<file path="config.mk">
export PLATFORM = sky130hd
export DESIGN_NAME = sd_block_loader
export DESIGN_NICKNAME = d
export VERILOG_FILES = /design/src/rtl/sd_pkg.sv /design/src/rtl/sd_timeout_ctr.sv /design/src/rtl/sd_block_loader.sv
export SDC_FILE = /design/constraint.sdc
export NUM_CORES = 1
export LEC_CHECK = 0
export CORE_MARGIN = 2
export CORE_UTILIZATION = 40
export DETAILED_ROUTE_END_ITERATION = 12
export PLACE_DENSITY = 0.61
export SYNTH_ARGS = -nofsm -noshare
export SYNTH_HDL_FRONTEND = slang
export SYNTH_SLANG_ARGS = --single-unit
</file>
<file path="constraint.sdc">
create_clock -name clock -period 2.6 [get_ports clock]
set_clock_uncertainty 0.1 [all_clocks]
set_input_delay 0.52 -clock clock [delete_from_list [all_inputs] [get_ports clock]]
set_output_delay 0.52 -clock clock [all_outputs]
set_load 0.03 [all_outputs]
</file>
<file path="src/rtl/sd_pkg.sv">
// sd_pkg: constants and types shared by the SD-card read path.
//   SD_BLOCK_BYTES  payload bytes per single-block read
//   state_t         block loader sequencing states
//   err_code_t      loader error cause codes (value visible on err_code)
//   sd_block_addr   maps a block number to the SD command address
package sd_pkg;

    localparam int unsigned SD_BLOCK_BYTES = 512;

    typedef enum logic [2:0] {
        IDLE,
        ISSUE,
        WAIT_ACK,
        RECV,
        DRAIN,
        DONE,
        ERR
    } state_t;

    typedef enum logic [1:0] {
        ERR_NONE    = 2'd0,
        ERR_TIMEOUT = 2'd1,
        ERR_SHORT   = 2'd2,
        ERR_OVERRUN = 2'd3
    } err_code_t;

    // SDHC cards take a block number; SDSC cards take a byte address.
    function automatic logic [31:0] sd_block_addr(input logic [31:0] lba, input logic byte_mode);
        return byte_mode ? {lba[22:0], 9'd0} : lba;
    endfunction

endpackage

</file>
<file path="src/rtl/sd_timeout_ctr.sv">
// sd_timeout_ctr: saturating cycle counter for SD transaction watchdogs.
//   clock, reset  system clock, synchronous active-high reset
//   clear         restart counting from zero
//   enable        count one cycle
//   expired       high once TIMEOUT_CYCLES-1 counted cycles have elapsed
module sd_timeout_ctr #(
    parameter int unsigned TIMEOUT_CYCLES = 2000000,
    parameter int unsigned TO_W           = 21
) (
    input  logic clock,
    input  logic reset,
    input  logic clear,
    input  logic enable,
    output logic expired
);

    logic [TO_W-1:0] count;

    assign expired = (count == TO_W'(TIMEOUT_CYCLES - 1));

    always_ff @(posedge clock) begin
        if (reset || clear) begin
            count <= '0;
        end else if (enable && !expired) begin
            count <= count + TO_W'(1);
        end
    end

endmodule

</file>
<file path="src/rtl/sd_block_loader.sv">
// sd_block_loader: loads a run of 512-byte SD blocks into on-chip memory.
//   clock, reset                  system clock, synchronous active-high reset
//   start, start_lba, num_blocks, dest_base
//                                 load command, sampled only when idle
//   busy, done, err, err_code     status: busy while loading, done pulse,
//                                 sticky error with cause
//   sd_idle, sd_byte_valid, sd_byte
//                                 SD read engine status and byte stream
//   sd_begin_read, sd_addr        single-block read request to the engine
//   wr_en, wr_addr, wr_data       byte write port into memory
module sd_block_loader
    import sd_pkg::*;
#(
    parameter int unsigned MEM_AW          = 16,
    parameter int unsigned BYTE_ADDRESSING = 0,
    parameter int unsigned TIMEOUT_CYCLES  = 2000000,
    parameter int unsigned TO_W            = 21
) (
    input  logic              clock,
    input  logic              reset,
    input  logic              start,
    input  logic [31:0]       start_lba,
    input  logic [15:0]       num_blocks,
    input  logic [MEM_AW-1:0] dest_base,
    output logic              busy,
    output logic              done,
    output logic              err,
    output logic [1:0]        err_code,
    input  logic              sd_idle,
    input  logic              sd_byte_valid,
    input  logic [7:0]        sd_byte,
    output logic              sd_begin_read,
    output logic [31:0]       sd_addr,
    output logic              wr_en,
    output logic [MEM_AW-1:0] wr_addr,
    output logic [7:0]        wr_data
);

    state_t            state, next_state;
    err_code_t         next_code;
    logic [31:0]       lba;
    logic [15:0]       blocks_left;
    logic [MEM_AW-1:0] waddr;
    logic [9:0]        byte_cnt;
    logic              accept, issue_fire, write_byte, block_done;
    logic              to_expired;

    sd_timeout_ctr #(
        .TIMEOUT_CYCLES(TIMEOUT_CYCLES),
        .TO_W          (TO_W)
    ) u_timeout (
        .clock  (clock),
        .reset  (reset),
        .clear  (state == ISSUE),
        .enable (state == WAIT_ACK || state == RECV || state == DRAIN),
        .expired(to_expired)
    );

    assign busy = (state == ISSUE) || (state == WAIT_ACK) || (state == RECV) || (state == DRAIN);

    always_comb begin
        next_state = state;
        next_code  = ERR_NONE;
        accept     = 1'b0;
        issue_fire = 1'b0;
        write_byte = 1'b0;
        block_done = 1'b0;
        case (state)
            IDLE: begin
                if (start) begin
                    accept     = 1'b1;
                    next_state = (num_blocks == '0) ? DONE : ISSUE;
                end
            end
            ISSUE: begin
                // Waiting for idle also drains a block left running by a reset.
                if (sd_idle) begin
                    issue_fire = 1'b1;
                    next_state = WAIT_ACK;
                end
            end
            WAIT_ACK: begin
                if (to_expired) begin
                    next_state = ERR;
                    next_code  = ERR_TIMEOUT;
                end else if (!sd_idle) begin
                    next_state = RECV;
                end
            end
            RECV: begin
                // Leave on the 512th byte itself so byte_cnt never needs a
                // separate "full" cycle in RECV.
                if (to_expired) begin
                    next_state = ERR;
                    next_code  = ERR_TIMEOUT;
                end else if (sd_byte_valid) begin
                    write_byte = 1'b1;
                    if (byte_cnt == 10'(SD_BLOCK_BYTES - 1)) begin
                        next_state = DRAIN;
                    end else if (sd_idle) begin
                        next_state = ERR;
                        next_code  = ERR_SHORT;
                    end
                end else if (sd_idle) begin
                    next_state = ERR;
                    next_code  = ERR_SHORT;
                end
            end
            DRAIN: begin
                if (to_expired) begin
                    next_state = ERR;
                    next_code  = ERR_TIMEOUT;
                end else if (sd_byte_valid) begin
                    next_state = ERR;
                    next_code  = ERR_OVERRUN;
                end else if (sd_idle) begin
                    block_done = 1'b1;
                    next_state = (blocks_left == 16'd1) ? DONE : ISSUE;
                end
            end
            DONE:    next_state = IDLE;
            ERR:     next_state = IDLE;
            default: next_state = IDLE;
        endcase
    end

    always_ff @(posedge clock) begin
        if (reset) begin
            state         <= IDLE;
            lba           <= '0;
            blocks_left   <= '0;
            waddr         <= '0;
            byte_cnt      <= '0;
            done          <= 1'b0;
            err           <= 1'b0;
            err_code      <= '0;
            sd_begin_read <= 1'b0;
            sd_addr       <= '0;
            wr_en         <= 1'b0;
            wr_addr       <= '0;
            wr_data       <= '0;
        end else begin
            state         <= next_state;
            sd_begin_read <= issue_fire;
            wr_en         <= write_byte;
            done          <= (state == DONE);
            if (accept) begin
                lba         <= start_lba;
                blocks_left <= num_blocks;
                waddr       <= dest_base;
                err         <= 1'b0;
                err_code    <= '0;
            end
            if (issue_fire) begin
                sd_addr  <= sd_block_addr(lba, BYTE_ADDRESSING != 0);
                byte_cnt <= '0;
            end
            if (write_byte) begin
                wr_addr  <= waddr;
                wr_data  <= sd_byte;
                waddr    <= waddr + MEM_AW'(1);
                byte_cnt <= byte_cnt + 10'd1;
            end
            if (block_done) begin
                blocks_left <= blocks_left - 16'd1;
                lba         <= lba + 32'd1;
            end
            if (next_state == ERR && state != ERR) begin
                err      <= 1'b1;
                err_code <= next_code;
            end
        end
    end

endmodule

</file>
---- Yosys cells after proc, flatten, opt, wreduce, memory -nomap -nowiden ----
Cells that the tools add are included.
word-level totals
  bits in registers ....................... 160
  bits of input ports ..................... 77
  output and inout port bits .............. 63
  word-level logic and storage cells ...... 88
operators by class
  $add $sub $neg .......................... 5
  eq/ne operators ......................... 10
  multiplexer cells ....................... 44
  reduce and logical (&&, ||, !) cells .... 15
operators with widths
  kind                                                   number
  2-to-1 mux 16 bit                                      4
  2-to-1 mux 32 bit                                      2
  2-to-1 mux 3 bit                                       13
  adder 32 x 1 -> 32 bit (second input constant)         1
  adder 21 x 1 -> 21 bit (second input constant)         1
  equality test 21 bit (second input constant)           1
  2-to-1 mux 10 bit                                      2
  adder 16 x 1 -> 16 bit (second input constant)         1
  equality test 16 x 1 -> 1 bit (second input constant)  1
  zero test 16 bit                                       1
  2-to-1 mux 2 bit                                       8
  subtractor 16 x 1 -> 16 bit (second input constant)    1
  case mux 3 bit (5 select lines)                        1
  2-to-1 mux 1 bit                                       13
  adder 10 x 1 -> 10 bit (second input constant)         1
  equality test 10 x 9 -> 1 bit (second input constant)  1
  equality test 3 bit (second input constant)            3
  nonzero test 2 bit                                     4
  equality test 3 x 2 -> 1 bit (second input constant)   2
  logical OR 1 bit                                       6
  case mux 2 bit (3 select lines)                        1
  equality test 3 x 1 -> 1 bit (second input constant)   1
  zero test 3 bit                                        1
  inequality test 3 bit (second input constant)          1
  other kinds (2)                                        3

---- Logic depth before layout (Yosys ltp) ----
Gate-level depths: netlist of run 1.
  depth in word-level cells ............... 9
  mapped depth ............................ 9

---- By module ----
Synthesis of run 1 repeated with hierarchy kept, for this count alone.
second synthesis, totals
  cell total of the unflattened synthesis .. 970
  area total of the unflattened synthesis .. 7524.7 um^2
by module, submodules not included
  module           times used  cells an instance  area each (um^2)
  sd_block_loader  1           832                6378.6
  sd_timeout_ctr   1           138                1146.1

---- Worst setup path after synthesis of run 1 ----
Ideal clock, no wire load.
  path kind ............................... register -> register
  start ................................... register state[2]
  end ..................................... register lba[7]
  library setup time ...................... 74 ps
  data arrival time ....................... 1928 ps
  required time ........................... 2426 ps
  path slack .............................. 497 ps
  stages on the path, launching flop included .. 8
  path through ............................ dfxtp_1 > buf_4 > nor3b_4 > nor3b_4 > o21ai_1 > buf_2 > or4_1 > a31oi_1
between the ends
  longest elaborated chain between the ends .. 3
ends and longest elaborated chain
  item                                                            RTL line                text
  start, declared                                                 sd_block_loader.sv:39   state_t state, next_state;
  start signal, assigned                                          sd_block_loader.sv:143  state <= next_state;
  equality test 3 bit / zero test 3 bit (equally long branches)   sd_block_loader.sv:68   case (state)
  2-to-1 mux 1 bit                                                sd_block_loader.sv:68
  2-to-1 mux 32 bit / nonzero test 2 bit (equally long branches)  -
  end signal, assigned                                            sd_block_loader.sv:148  lba <= start_lba;
  end signal, assigned                                            sd_block_loader.sv:166  lba <= lba + 32'd1;
  end, declared                                                   sd_block_loader.sv:41   logic [31:0] lba;
Several ways; a longest one is shown, not always the timed one.
A chain may end at the register's enable or synchronous reset.

---- Worst setup path after layout of run 1 ----
  start ................................... register u_timeout.count[17]
  end ..................................... register lba[28]
between the ends
  longest elaborated chain between the ends .. 4
ends and longest elaborated chain
  item                                                            RTL line                text
  start, declared                                                 sd_timeout_ctr.sv:17    logic [TO_W-1:0] count;
  start signal, assigned                                          sd_timeout_ctr.sv:25    count <= count + TO_W'(1);
  equality test 21 bit *                                          sd_timeout_ctr.sv:19    assign expired = (count == TO_W'(TIMEOUT_CYCLES - 1));
  2-to-1 mux 1 bit *                                              sd_block_loader.sv:110  if (to_expired) begin
  2-to-1 mux 1 bit *                                              sd_block_loader.sv:68
  2-to-1 mux 32 bit / nonzero test 2 bit (equally long branches)  -
Every way passes the cells marked *; elsewhere a longest branch is shown, timed or not.

==> results_dict.tcl, run 1 <==
set metrics [dict create \
    slowest_stage "nor4bb_1" \
    clk_transition_reported_paths_ps 60 \
    final_util_pct 55.0 \
    period_minus_slack_ps 2480 \
    crit_type "reg -> reg" \
    switching_share_pct 26.2 \
    dr_total_vias 7300 \
    p_leak_uw 0.00339 \
    holdBufCountCts 0 \
    cp-endpoint "lba[28]" \
    nNetsFinal 1184 \
    ys_warn_count 0 \
    postCtsSetupRepairBufs 0 \
    seq_area_frac_synth_pct 43.0 \
    area_growth_syn_to_layout_pct 33.8 \
    synth_area_um2 7440 \
    power_uw 5790 \
    cts_buffers 17 \
    max_stage_delay_ps 420 \
    grt_use_total_pct 21.2 \
    crit_path_end_kind "register" \
    gp_congestion 0.877 \
    hold_depth 2 \
    required_ps 2850 \
    root_buffer "clkbuf_16" \
    vias_per_cell 5.44 \
    drv_slew 0 \
    dp_hpwl_um 14500 \
    pwr-share-comb_pct 11.4 \
    critPathLaunch "u_timeout.count[17]" \
    drcViolationCount 0 \
    synth_flop_cell "dfxtp_1" \
    drt-total-wl_um 21100 \
    powerDensity_nw_per_um2 581 \
    worstSkewPairLatency_ps 430 \
    grt_first_pass_wirelength_um 33800 \
    layout_common_cells "nand2_1, dfxtp_1, clkdlybuf4s50_1" \
    layout_commonest_cell "nand2_1" \
    critPathLaunchType "register" \
    regArea_um2 3200 \
    rsz0062_at_grt "false" \
    syn-num-nets 1034 \
    post-route-cell-area_um2 9960 \
    grt_pass1_vias 6615 \
    grt_remaining_overflow 0 \
    p_sw_uw 1520 \
    internal-power_uw 4270 \
    cts_tree "yes" \
    r2r-end "lba[28]" \
    cts_sinks 160 \
    worstPathArrival_ps 2740 \
    path_cells "nor4bb_1, nand4_1, buf_4, o211ai_2, nor2_1, a211o_1, a21oi_1" \
    die_area_um2 19700 \
    initial_core_util_pct 41.2 \
    wl_per_cell_um 15.7 \
    synth_edf_count 0 \
    grt_max_degree 65 \
    io_pins 140 \
    ys_types 67 \
    path_max_fanout 7 \
    maxSlewHeadroom_pct 56.2 \
    fmax_mhz 403 \
    setup_viol 0 \
    maxCapViolCount 0 \
    synth-seq-cells 160 \
    fp.coreArea_um2 18100 \
    diodes 0 \
    dr.pass1.iters 5 \
    syn_inst 951 \
    row_count 49 \
    initialDrtViolationCount 402 \
    multi_input_area_um2 4000 \
    htree_levels 4 \
    async_reset_ff_share_pct 0 \
    clkPwrFrac_pct 42.8 \
    drive_gt1_share_pct 9.69 \
    rr_worst_depth 7 \
    fin_hold_ws_ps 327 \
    min_path_type "in -> reg" \
    seqPwrFrac_pct 45.8 \
    num-fill-cells 1746 \
    die_h_um 140 \
    ir_drop_uv 506 \
    cts_resized 0 \
    final_antenna_net_count 0 \
    rr_startpoint "u_timeout.count[17]" \
    cts_buffer_depth 2 \
    status "completed" \
    place_area_um2 9340 \
    worstMarginPinSlew_ps 654 \
    hold_viol 0 \
    period_share_pct 95.5 \
    antenna_found_initial 0 \
    syn_area_per_cell_um2 7.83 \
    rrSetupSlack_ps 120 \
    port_buffers 139 \
    die_w_um 140 \
]
metrics by stage:
step,std cells,setup slack [ps],TNS (ps)
after CTS,1343,33.7,0
after floorplan,951,497,0
final,1343,116,0
after global routing,1343,8.19,0
after detailed placement,1311,-28.2,-61.9
after global placement,1311,17.8,0
flip-flops by register name, indices dropped and copies added, names as in the netlist, 2 cells and up:
register,flops
blocks_left,16
lba,32
wr_addr,16
byte_cnt,10
waddr,16
err_code,2
wr_data,8
u_timeout.count,21
sd_addr,32
state,3
cell usage after synthesis, drive strengths merged (7+ instances only):
cell | number | area share, %
or3 | 16 | 1.3
o211ai | 17 | 1.8
and2 | 8 | 0.67
clkbuf | 42 | 2.1
nor3 | 27 | 1.8
nand3b | 8 | 0.81
inv | 15 | 0.76
xnor2 | 10 | 1.2
nor2 | 90 | 4.5
xor2 | 14 | 1.6
o21ai | 30 | 2.0
a31oi | 27 | 2.3
and3 | 12 | 1.0
a21oi | 118 | 7.9
nand3 | 36 | 2.4
buf | 15 | 0.99
a22oi | 7 | 0.71
nand2 | 183 | 9.2
nor4 | 11 | 1.3
nand4 | 18 | 1.5
dfxtp | 160 | 43
o311ai | 7 | 0.82
critical path, delay by kind of cell (launching register included):
| family | cells | cell delay (ps) |
|---|---|---|
| AOI/OAI and AO/OA | 3 | 780 |
| buffers and inverters | 1 | 270 |
| and+or+nand+nor | 3 | 890 |
| DFF | 1 | 380 |
cells by family after synthesis:
kind of cell | after synthesis | share of synthesized area, %
flops | 160 | 43.0
mux | 4 | 0.588
fa+ha+maj | 6 | 1.01
compound gates | 249 | 20.9
buf+inv | 72 | 3.87
xor+xnor | 24 | 2.82
simple gates | 436 | 27.8
final cells by class:
type / instances / area share [%]
multi-input combinational: 719 / 40.2
sequential: 160 / 32.2
timing repair buffer: 188 / 18.3
clock buffer: 21 / 4.83
tap: 229 / 2.88
clock inverter: 11 / 1.06
inverter: 15 / 0.566
how the worst min path moves through the flow:
stage	startpoint	end	slack, ps
finish	reset	byte_cnt[9]	330
floorplan	waddr[15]	wr_addr[15]	340
global route	reset	byte_cnt[9]	330
global placement	wr_data[5]	wr_data[5]	340
CTS	reset	byte_cnt[8]	310
detailed placement	sd_addr[25]	sd_addr[25]	350
routing by layer:
layer | track usage (%) | up-vias | part of all wire, % | routed length (um)
met1 | 28.4 | 3411 | 48 | 10100
met4 | 6.01 | 0 | 1.5 | 307
met2 | 33.7 | 163 | 46 | 9670
li1 | - | 3705 | - | -
met3 | 5.50 | 21 | 5.0 | 1050
met5 | 0 | - | 0 | 0
power groups by stage:
| stage | sequential, uW | combinational (uW) | clock [uW] |
|---|---|---|---|
| after floorplan | 2700 | 344 | 0 |
| after global placement | 2700 | 660 | 0 |
| after detailed placement | 2700 | 659 | 0 |
| after CTS | 2650 | 662 | 2530 |
| after global routing | 2670 | 725 | 2630 |
| final | 2650 | 659 | 2470 |
Note: power is estimated with default switching activity, not from simulation.
==> inputs of run 2 (changes only) <==
- CELL_PAD_IN_SITES_DETAIL_PLACEMENT: default -> 1
- CELL_PAD_IN_SITES_GLOBAL_PLACEMENT: default -> 1
- CORE_UTILIZATION: 40 -> 25
- PLACE_DENSITY: 0.61 -> 0.53
- SKIP_CTS_REPAIR_TIMING: default -> 1
==> run 2 against run 1 <==
Compared with the run above: worst setup slack worse by 14 ps; global-route usage down 4.5 points; critical endpoint is now busy; critical path type is now reg -> out; register-to-register slack better by 80 ps; combinational power up 8.2%; first-iteration DRC count down 28%; final cell count up 14%; largest cell class unchanged.
==> results_dict.tcl, run 2 (synthesized netlist as in run 1, its figures left out) <==
set metrics [dict create \
    die_w_um 177 \
    crit_type "reg -> out" \
    critPathLaunch "state[1]" \
    io_pins 140 \
    required_ps 1980 \
    reg_top3 "lba: 32 flops, sd_addr: 32 flops, u_timeout.count: 21 flops" \
    hold_viol 0 \
    worstMarginPinSlew_ps 857 \
    min_path_type "reg -> reg" \
    grt_first_pass_wirelength_um 41200 \
    grt_remaining_overflow 0 \
    dp_slack_ps -36.5 \
    grt_max_degree 56 \
    row_count 63 \
    clk_transition_reported_paths_ps 70 \
    status "completed" \
    maxSlewHeadroom_pct 42.4 \
    final_antenna_net_count 0 \
    critPathLaunchType "register" \
    fp.coreArea_um2 29500 \
    ir_drop_uv 332 \
    dp_hpwl_um 18100 \
    cts_sinks 160 \
    cp-endpoint "busy" \
    r2r-end "u_timeout.count[20]" \
    p_leak_uw 0.00347 \
    drv_slew 0 \
    crit_path_end_kind "output pin" \
    grt_busiest_layer "met2" \
    initial_core_util_pct 25.2 \
    grt_use_total_pct 16.6 \
    period_share_pct 96.1 \
    fmax_mhz 400 \
    worstSkewPairLatency_ps 430 \
    grt_use_met3_pct 2.67 \
    root_buffer "clkbuf_16" \
    rrSetupSlack_ps 200 \
    dr_total_vias 7439 \
    nNetsFinal 1203 \
    htree_levels 4 \
    drcViolationCount 0 \
    area_growth_syn_to_layout_pct 38.7 \
    final_cells 1525 \
    antenna_found_initial 0 \
    worst_slack_ps 102 \
    cts_buffer_depth 2 \
    rr_worst_depth 7 \
    path_max_fanout 6 \
    layout_common_cells "nand2_1, dfxtp_1, clkdlybuf4s50_1" \
    maxCapViolCount 0 \
    die_h_um 177 \
    port_buffers 139 \
    dr.pass1.iters 4 \
    die_area_um2 31200 \
    placed_cells 1491 \
    cts_tree "yes" \
    vias_per_cell 4.88 \
    worstPathArrival_ps 1880 \
    period_minus_slack_ps 2500 \
    drt-total-wl_um 25300 \
    powerDensity_nw_per_um2 571 \
    setup_viol 0 \
    rr_startpoint "u_timeout.count[16]" \
    initialDrtViolationCount 291 \
    grt_pass1_vias 7574 \
    grt_util_met1_pct 23.0 \
    layout_commonest_cell "nand2_1" \
    use_met2_pct 27.1 \
    fin_tns_setup_ps 0 \
    cts_buffers 17 \
    gp_congestion 0.776 \
    drive_gt1_share_pct 11.0 \
    wl_per_cell_um 16.6 \
    rsz0062_at_grt "false" \
]
## run 2: final cells by class
| type | instances | area [um2] |
|---|---|---|
| diodes | 2 | 5.00 |
| clock buffers | 18 | 429 |
| clock inverters | 14 | 148 |
| fillers | 3540 | 19200 |
| inverters | 15 | 56.3 |
| multi-input cells | 719 | 4000 |
| flip-flops and latches | 160 | 3200 |
| well taps | 390 | 488 |
| repair buffers | 207 | 2000 |
## run 2: stage by stage
stage          util [%]  total power (uW)  cell area [um2]  hold WS (ps)
6_report           35.0              5900            10300           355
5_1_grt            35.0              6180            10300           380
4_1_cts            34.9              6010            10300           359
3_5_place_dp       33.0              3430             9730           348
3_3_place_gp       33.0              3430             9730           343
2_1_floorplan         -              3040             7440           341
## run 2: how the worst min path moves through the flow
stage / startpoint / end / slack, ps / cells past startpoint
after CTS: sd_addr[14] / sd_addr[14] / 360 / 2
final: wr_addr[10] / wr_addr[10] / 360 / 2
after floorplan: waddr[15] / wr_addr[15] / 340 / 2
after detailed placement: wr_addr[3] / wr_addr[3] / 350 / 2
after global routing: wr_data[6] / wr_data[6] / 380 / 2
after global placement: sd_addr[26] / sd_addr[26] / 340 / 2
## run 2: worst max-delay path, cell delays in order, from the launching register on
cell,delay [ps]
dfxtp_1,390
buf_4,170
nor2_1,60
xnor2_1,150
clkdlybuf4s50_1,690
## run 2: power breakdown
group	internal, uW	switching [uW]
logic	326	388
registers	2540	110
clock network	1350	1180
total	4220	1680
## run 2: layer usage
| metal | wire length (um) | vias up |
|---|---|---|
| met2 | 11700 | 103 |
| met3 | 831 | 16 |
| met5 | 0 | - |
| met4 | 227 | 0 |
| met1 | 12600 | 3581 |
| li1 | - | 3739 |
